===== src/rtl/seq_detector_param.sv =====
//------------------------------------------------------------------------------
// seq_detector_param : run-time programmable Mealy serial-pattern detector
//                      with selectable overlap mode and saturating match count.
// Revision: 1.0
//------------------------------------------------------------------------------
`default_nettype none

module seq_detector_param #(
  parameter int unsigned    N           = 4,
  parameter logic [N-1:0]   PATTERN_RST = 4'b1010,
  parameter int unsigned    CNT_W       = 8
) (
  input  logic             clk,
  input  logic             rst,
  input  logic             din,
  input  logic             din_valid,
  input  logic             overlap,
  input  logic [N-1:0]     cfg_pattern,
  input  logic             cfg_load,
  input  logic             cnt_clr,
  output logic             match,
  output logic [CNT_W-1:0] match_cnt,
  output logic [N-1:0]     cur_pat
);

  localparam int unsigned          FILL_W    = $clog2(N);
  localparam logic [FILL_W-1:0]    FILL_FULL = FILL_W'(N - 1);
  localparam logic [CNT_W-1:0]     CNT_MAX   = '1;

  logic [N-2:0]      hist_q, hist_d;
  logic [FILL_W-1:0] fill_q, fill_d;
  logic [N-1:0]      pat_q,  pat_d;
  logic [CNT_W-1:0]  cnt_q,  cnt_d;

  logic [N-2:0]      hist_shift;
  logic [FILL_W-1:0] fill_inc;
  logic              hist_full;

  // A two-bit pattern keeps only one history bit, so there is nothing to shift up.
  generate
    if (N == 2) begin : g_hist_n2
      assign hist_shift = din;
    end else begin : g_hist_wide
      assign hist_shift = {hist_q[N-3:0], din};
    end
  endgenerate

  assign hist_full = (fill_q == FILL_FULL);
  assign fill_inc  = hist_full ? FILL_FULL : fill_q + FILL_W'(1);

  assign match = din_valid & ~cfg_load & hist_full & ({hist_q, din} == pat_q);

  always_comb begin
    hist_d = hist_q;
    fill_d = fill_q;
    pat_d  = pat_q;
    if (cfg_load) begin
      pat_d  = cfg_pattern;
      fill_d = '0;
    end else if (din_valid) begin
      hist_d = hist_shift;
      // Non-overlapping: history contents stay but are ignored until refilled.
      if (match && !overlap) begin
        fill_d = '0;
      end else begin
        fill_d = fill_inc;
      end
    end
  end

  always_comb begin
    cnt_d = cnt_q;
    if (cnt_clr) begin
      cnt_d = '0;
    end else if (match && (cnt_q != CNT_MAX)) begin
      cnt_d = cnt_q + CNT_W'(1);
    end
  end

  always_ff @(posedge clk or negedge rst) begin
    if (!rst) begin
      hist_q <= '0;
      fill_q <= '0;
      pat_q  <= PATTERN_RST;
      cnt_q  <= '0;
    end else begin
      hist_q <= hist_d;
      fill_q <= fill_d;
      pat_q  <= pat_d;
      cnt_q  <= cnt_d;
    end
  end

  assign match_cnt = cnt_q;
  assign cur_pat   = pat_q;

endmodule

`default_nettype wire


===== config.mk =====
export PLATFORM = sky130hd
export DESIGN_NAME = seq_detector_param
export DESIGN_NICKNAME = d
export VERILOG_FILES = /design/src/rtl/seq_detector_param.sv
export SDC_FILE = /design/constraint.sdc
export NUM_CORES = 1
export LEC_CHECK = 0
export ABC_AREA = 1
export CORE_ASPECT_RATIO = 0.6
export CORE_UTILIZATION = 44
export DETAILED_ROUTE_END_ITERATION = 10
export PLACE_DENSITY_LB_ADDON = 0.05
export SETUP_SLACK_MARGIN = 0.05
export SLEW_MARGIN = 20
export SYNTH_ARGS = -nofsm -noshare
export SYNTH_HDL_FRONTEND = slang
export SYNTH_SLANG_ARGS = --single-unit
export TNS_END_PERCENT = 50

===== constraint.sdc =====
create_clock -name clk -period 1.69 [get_ports clk]
set_clock_uncertainty 0.2 [all_clocks]
set_input_delay 0.4225 -clock clk [delete_from_list [all_inputs] [get_ports clk]]
set_output_delay 0.4225 -clock clk [all_outputs]
set_load 0.01 [all_outputs]

# [Yosys cells after proc, flatten, opt, wreduce, memory -nomap -nowiden]
# Index checks and enable logic that the tools add are counted.
[totals] regBits=17 inputBits=11 out_inout_bits=13 wordCells=25
[op_classes] addsub=2 n_eq_ne=3 n_mux=6 bitwise_logic=4 n_reduce_logical=6
[op_table] op="two-way mux 8 bit" n=2
[op_table] op="adder 8 x 1 -> 8 bit, second input constant" n=1
[op_table] op="two-way mux 2 bit" n=4
[op_table] op="inequality test 8 bit, second input constant" n=1
[op_table] op="equality test 4 bit" n=1
[op_table] op="nonzero test 2 bit" n=2
[op_table] op="AND 1 bit" n=3
[op_table] op="adder 2 x 1 -> 2 bit, second input constant" n=1
[op_table] op="equality test 2 bit, second input constant" n=1
[op_table] op="logical AND 1 bit" n=2
[op_table] op="AND reduction 2 bit" n=1
[op_table] op="zero test 1 bit" n=1
[op_table] op="NOT 1 bit" n=1

# [Depth between registers and ports, before layout]
# Gate-level depths: netlist (run 1).
[logic_depth] ltp_word=8 ltp_mapped=8 depth_no_buf=8

# [Least setup slack after synthesis (run 1)]
# Ideal clock, no wire load.
[synth_timing] path_type="input -> output" from="in cfg_load" to="out match" arrival_time_ns=1.203 t_required_ns=1.067 setup_slack_ns=-0.136 cell_stages=6 path_buffers=2 path_cell_list="buf_6 > or2_1 > buf_6 > nor2_8 > nand3_4 > inv_2"
[synth_via] elab_chain_cells=4
[synth_rtl] element="from (decl)" line_no="19" source="input logic cfg_load,"
[synth_rtl] element="NOT 1 bit (no line)"
[synth_rtl] element="AND 1 bit (3 in a row)" line_no="51" source="assign match = din_valid & ~cfg_load & hist_full & ({hist_q, din} == pat_q);"
[synth_rtl] element="to (decl)" line_no="21" source="output logic match,"
# No other way between the ends.

# [Worst setup path in the final report (run 1)]
[layout_timing] from="reg pat_q[3] (netlist: cur_pat[3])" to="out match"
[layout_via] elab_chain_cells=2
[layout_rtl] element="from (decl)" line_no="32" source="logic [N-1:0] pat_q, pat_d;"
[layout_rtl] element="from (signal assigned)" line_no="89" source="pat_q <= pat_d;"
[layout_rtl] element="equality test 4 bit" line_no="51"
[layout_rtl] element="AND 1 bit" line_no="51"
# No other way between the ends.

==> flow_metrics.py, run 1 <==
metrics = {
    "drt": {
        "drt_wl_total_um": 2530,
        "drcViolationCount": 0,
        "drt-wirelength-per-cell_um": 11.8,
        "via_per_inst": 4.66,
        "drtIter0Drc": 52,
        "first_pass_iters": 4,
        "dr_total_vias": 1002,
        "ant_nets": 0,
    },
    "floorplan": {
        "chipWidth_um": 65.4,
        "core_area_um2": 2210,
        "die_y_um": 40.0,
        "ioPinCount": 24,
        "dieArea_um2": 2620,
        "initial_core_util_pct": 48.0,
        "row_count": 13,
    },
    "critical_path": {
        "cp_max_fo": 2,
        "required_ns": 1.07,
        "cp-end-kind": "output port",
        "crit_chain": "buf_6 -> nand2_4 -> nand2_4 -> nor2_8 -> nand3_4 -> inv_2 -> buf_6",
        "crit_family": "flip-flops",
        "slowest_delay_ns": 0.55,
        "start_kind": "flop",
        "crit_buf_inv": 3,
        "arrival_ns": 1.31,
        "cp_slowest_cell": "dfstp_2",
        "crit_type": "reg2out",
    },
    "grt": {
        "grt.overflow.total": 0,
        "antenna_found_initial": 0,
        "grt_start_max_net_pins": 18,
        "grt_first_pass_wirelength_um": 3900,
        "grtUsageTotal_pct": 21.0,
        "first_global_vias": 884,
    },
    "yosys": {
        "ys_async_sr_fraction_pct": 100,
        "yosysMostFrequentCell": "nand2_1",
        "synth_common_cells": "43 x nand2_1, 21 x nand3_1, 20 x inv_1",
        "synth_fp_nets": 147,
        "syn-cell-area_um2": 1060,
        "synth_warnings": 0,
        "synth_cell_types": 21,
        "synth.avg_cell_area_um2": 7.86,
        "dominantRegCellSynth": "dfrtp_1",
        "synth_area_leaders": "dfrtp_1 35%, nand2_1 15%, nand3_1 9.9%, nor2_8 7.5%, inv_1 7.1%",
        "yosysSeqAreaShare_pct": 40.3,
        "synth_top_cell_by_area": "dfrtp_1",
        "yosysTopAreaCellShare_pct": 35.4,
        "ys_ff_latch": 17,
        "synth_edf_count": 0,
        "syn_inst": 135,
    },
    "sta": {
        "max_freq_mhz": 517,
        "finalMaxSlewViolations": 0,
        "layout_setup_ws_ns": -0.243,
        "setup_violations": 11,
        "whs_ns": 0.294,
        "min_period_over_period_pct": 114,
        "period_needed_ns": 1.93,
        "tightest_slew_ns": 0.396,
        "rsz0062_at_grt": "yes",
        "relSlewSlack_pct": 73.6,
        "hold_viol": 0,
    },
    "finish": {
        "seqCellArea_um2": 428,
        "diodes": 0,
        "syn_to_final_growth_pct": 54.1,
        "stdcell_count": 215,
        "nets": 198,
        "drive_gt1_share_pct": 38.9,
        "multi_input_area_um2": 623,
        "fillers": 187,
    },
    "run": {
        "cap_violations": 0,
    },
    "run_status": {
        "violations": "negative setup slack",
        "status": "complete, but fails checks",
    },
    "power": {
        "p_per_area_nw_per_um2": 635,
        "irDropWorstVdd_mv": 0.610,
        "power.leakage_nw": 0.895,
    },
    "clock_network": {
        "cts_hold_buf": 0,
        "htreeDepth": 1,
        "numCtsBuffers": 3,
        "clockBufferDepth": 2,
        "cts_sinks": 17,
        "clkTransAtPathRegs_ns": 0.07,
        "worstSkewPairLatency_ns": 0.25,
        "cts_tree": "yes",
        "clock-root-buffer": "clkbuf_8",
    },
    "min_path": {
        "hold_path_class": "in2async",
    },
    "placed_design": {
        "place_congestion": 0.794,
        "hpwl_um": 1720,
        "dp_cells": 209,
        "port_buffers": 23,
    },
}
## path summary, 6_finish.rpt
| kind | startpoint | to | slack [ns] | cells after the start |
|---|---|---|---|---|
| max in group asynchronous | rst | cur_pat[3] | 0.74 | 2 |
| min | rst | cur_pat[0] | 0.29 | 2 |
| min reg2reg | cur_pat[3] | cur_pat[3] | 0.30 | 2 |
| min in group clk | cur_pat[3] | cur_pat[3] | 0.30 | 2 |
| max | cur_pat[3] | match | -0.24 | 7 |
| max reg2reg | cur_pat[3] | match_cnt[3] | -0.15 | 10 |
## routing by layer
layer / wire length [um] / up-vias / part of all wire (%) / GRT usage [%]
met5: 0 / - / 0 / 0
met4: 18 / 0 / 0.71 / 3.26
met3: 72 / 2 / 2.8 / 5.11
met2: 1240 / 15 / 49 / 37.6
met1: 1200 / 467 / 47 / 26.9
li1: - / 518 / - / -
## per-stage QoR
stage | worst slack [ns] | area (um^2) | util, % | total power, mW | TNS, ns
finish | -0.243 | 1640 | 73.9 | 1.04 | -1.21
global placement | -0.894 | 1480 | 67.0 | 0.694 | -5.39
floorplan | -0.127 | 1060 | - | 0.574 | -0.127
global route | -0.286 | 1640 | 73.9 | 1.09 | -1.96
CTS | -0.231 | 1590 | 72.1 | 1.03 | -0.729
detailed placement | -0.914 | 1480 | 67.0 | 0.699 | -5.85
## placed cells by master (no fill, tap or decap), types with 4 or more instances in the layout
cell and instances:
nand2_1 35, buf_4 26, inv_1 18, dfrtp_1 15, nand3_2 14, dlygate4sd2_1 11, nand3_1 7, clkdlybuf4s50_1 7
inv_2 6, nand2_2 5, nor2_8 4, o21ai_0 4, nor2_1 4
## where the power goes
group | switching, mW | leakage [nW] | internal, mW
Combinational | 0.139 | 0.648 | 0.145
Clock | 0.140 | 0.0255 | 0.163
Sequential | 0.0175 | 0.222 | 0.434
## kinds of logic (layout without fill, tap and decap cells)
family | after synthesis | in the layout | synth area share, %
AO/OA/AOI/OAI | 8 | 8 | 4.01
buffers and inverters | 27 | 77 | 11.1
AND/OR/NAND/NOR | 78 | 78 | 40.1
XOR/XNOR | 4 | 4 | 3.30
adder cells (fa/ha/maj) | 1 | 1 | 1.18
flip-flops | 17 | 17 | 40.3
## worst register-to-register path, stage by stage (launching register included)
cell and delay, ns:
dfstp_2 0.55, inv_2 0.04, nand2_2 0.07, nand2_4 0.07
nor2_8 0.10, buf_4 0.11, buf_4 0.09, buf_4 0.11
nand4_4 0.19, nand3_2 0.15, nand2_2 0.07
## registers in the layout (all words and copies together), names as in the netlist
name	flops
match_cnt	8
fill_q	2
cur_pat	4
hist_q	3
## repair_timing
| action | in CTS | in global routing |
|---|---|---|
| gates resized for setup | 47 | 12 |
| pin swaps | 8 | 3 |
| buffers inserted | 2 | 1 |
| setup endpoints to repair | 23 | 16 |
| cloned | 0 | 0 |
## cell type report
| type | count | area share (%) |
|---|---|---|
| multi-input combinational | 91 | 38.1 |
| clock buffer | 3 | 2.52 |
| clock inverter | 1 | 0.306 |
| tap | 30 | 2.30 |
| inverter | 24 | 5.51 |
| sequential | 17 | 26.2 |
| timing repair buffer | 49 | 25.1 |
(Power assumes the default switching activity.)
==> run 2, diff against run 1 <==
--- a/config.mk
+++ b/config.mk
@@ -7,7 +7,7 @@
 export LEC_CHECK = 0
 export ABC_AREA = 1
 export CORE_ASPECT_RATIO = 0.6
-export CORE_UTILIZATION = 44
+export CORE_UTILIZATION = 25
 export DETAILED_ROUTE_END_ITERATION = 10
 export PLACE_DENSITY_LB_ADDON = 0.05
 export SETUP_SLACK_MARGIN = 0.05
==> run 2 against run 1 <==
The flow still finishes with violations (negative setup slack). Total power grew 1.2%. Die area grew 73%. Utilization shrank 31 points. Fmax is essentially flat. Sequential power is essentially flat.
==> flow_metrics.py, run 2 (synthesized netlist as in run 1, its figures left out) <==
metrics = {
    "sta": {
        "period_needed_ns": 1.93,
        "min_period_over_period_pct": 114,
        "fin_tns_setup_ns": -0.969,
        "layout_setup_ws_ns": -0.243,
        "finalMaxSlewViolations": 0,
        "relSlewSlack_pct": 77.8,
        "max_freq_mhz": 517,
        "setup_violations": 9,
        "tightest_slew_ns": 0.333,
        "rsz0062_at_grt": "yes",
        "hold_viol": 0,
    },
    "critical_path": {
        "arrival_ns": 1.31,
        "cp_slowest_cell": "dfstp_2",
        "cp-end-kind": "output port",
        "required_ns": 1.07,
        "crit_type": "reg2out",
        "crit_chain": "inv_2 -> nand2_2 -> nand2_4 -> nor2_8 -> nand3_4 -> inv_2 -> buf_6",
        "cp_common_cell": "inv_2",
        "cp_max_fo": 2,
        "start_kind": "flop",
        "slowest_delay_ns": 0.55,
    },
    "power": {
        "seqPwrFrac_pct": 43.1,
        "irDropWorstVdd_mv": 0.252,
        "p_comb_share_pct": 27.2,
        "p_per_area_nw_per_um2": 625,
        "p_int_mw": 0.749,
        "netSwitchingPower_mw": 0.301,
        "power.leakage_nw": 0.921,
        "power_frac_clock_pct": 29.8,
        "sw_frac_of_total_pct": 28.7,
        "power_mw": 1.05,
    },
    "finish": {
        "nets": 202,
        "diodes": 0,
        "final_common_cell": "nand2_1",
        "largest_register_ffs": 8,
        "mostFrequentLayoutCells": "35 x nand2_1, 26 x buf_4, 18 x inv_1, 15 x dfrtp_1, 13 x nand3_1",
        "fillers": 400,
        "seqCellArea_um2": 428,
        "syn_to_final_growth_pct": 58.3,
        "multi_input_area_um2": 588,
        "drive_gt1_share_pct": 37.0,
    },
    "grt": {
        "grt_use_met3_pct": 4.25,
        "met2_usage_pct": 16.9,
        "grt_first_pass_wirelength_um": 4260,
        "first_global_vias": 908,
        "grt.overflow.total": 0,
        "busiest_layer": "met1",
        "grt_start_max_net_pins": 18,
        "grtUsageTotal_pct": 12.9,
        "grtUsageMet1_pct": 19.6,
        "antenna_found_initial": 0,
    },
    "floorplan": {
        "row_count": 17,
        "chipWidth_um": 86.1,
        "initial_core_util_pct": 27.4,
        "die_y_um": 52.5,
        "ioPinCount": 24,
        "dieArea_um2": 4520,
        "core_area_um2": 3870,
    },
    "drt": {
        "drt_wl_total_um": 2580,
        "drcViolationCount": 0,
        "first_pass_iters": 3,
        "via_per_inst": 3.95,
        "drt-wirelength-per-cell_um": 10.5,
        "dr_total_vias": 971,
        "drtIter0Drc": 9,
        "ant_nets": 0,
    },
    "clock_network": {
        "cts_sinks": 17,
        "clock-root-buffer": "clkbuf_8",
        "clockBufferDepth": 2,
        "worstSkewPairLatency_ns": 0.25,
        "clkTransAtPathRegs_ns": 0.07,
        "numCtsBuffers": 3,
        "cts_tree": "yes",
        "htreeDepth": 1,
    },
    "run_status": {
        "violations": "negative setup slack",
        "status": "complete, but fails checks",
    },
    "run": {
        "cap_violations": 0,
    },
    "placed_design": {
        "place_congestion": 0.686,
        "hpwl_um": 1920,
        "port_buffers": 23,
    },
    "min_path": {
        "hold_path_class": "in2async",
    },
}
[run 2: path summary, 6_finish.rpt]
kind | from | endpoint | slack, ns | depth (start not counted)
setup reg to reg | cur_pat[3] | match_cnt[7] | -0.11 | 10
setup / recovery | cur_pat[3] | match | -0.24 | 7
max in group asynchronous | rst | cur_pat[1] | 0.73 | 2
hold reg to reg | cur_pat[3] | cur_pat[3] | 0.31 | 2
min in group clk | cur_pat[3] | cur_pat[3] | 0.31 | 2
hold / removal | rst | cur_pat[2] | 0.29 | 2
[run 2: stage by stage]
stage / setup WS, ns / cell area (um^2) / hold slack [ns] / utilization [%] / std cells
after floorplan: -0.127 / 1060 / -0.0731 / - / 135
after global placement: -0.905 / 1520 / 0.290 / 39.3 / 237
after detailed placement: -0.913 / 1520 / 0.302 / 39.3 / 237
after CTS: -0.265 / 1650 / 0.297 / 42.5 / 245
after global routing: -0.315 / 1680 / 0.321 / 43.4 / 246
final: -0.243 / 1680 / 0.294 / 43.4 / 246
[run 2: repair_timing]
item | CTS | global route
gates resized for setup | 50 | 7
hold buffers | 0 | 0
setup endpoints to repair | 23 | 14
setup buffers | 5 | 2
pin swaps | 9 | 5
[run 2: power by group through the flow]
stage / Combinational (mW) / Clock, mW / Sequential, mW
after floorplan: 0.114 / 0 / 0.461
after global placement: 0.232 / 0 / 0.456
after detailed placement: 0.234 / 0 / 0.457
after CTS: 0.269 / 0.330 / 0.452
after global routing: 0.313 / 0.350 / 0.455
final: 0.285 / 0.313 / 0.452
[run 2: layout make-up]
type,count,area share [%]
clock inverter,1,0.298
clock buffer,3,2.46
multi-input combinational,91,35.0
tap,57,4.25
inverter,24,5.37
timing repair buffer,53,27.1
sequential,17,25.5
[run 2: worst max-delay path, delay by kind of cell (launching register included)]
family                 cells  cell delay, ns
buffers and inverters      3            0.19
flip-flops                 1            0.55
AND/OR/NAND/NOR            4            0.31
[run 2: metal layers]
metal,part of all wire (%),up-vias
li1,-,528
met1,57,429
met2,40,14
met3,3.8,0
met4,0,0
met5,0,-
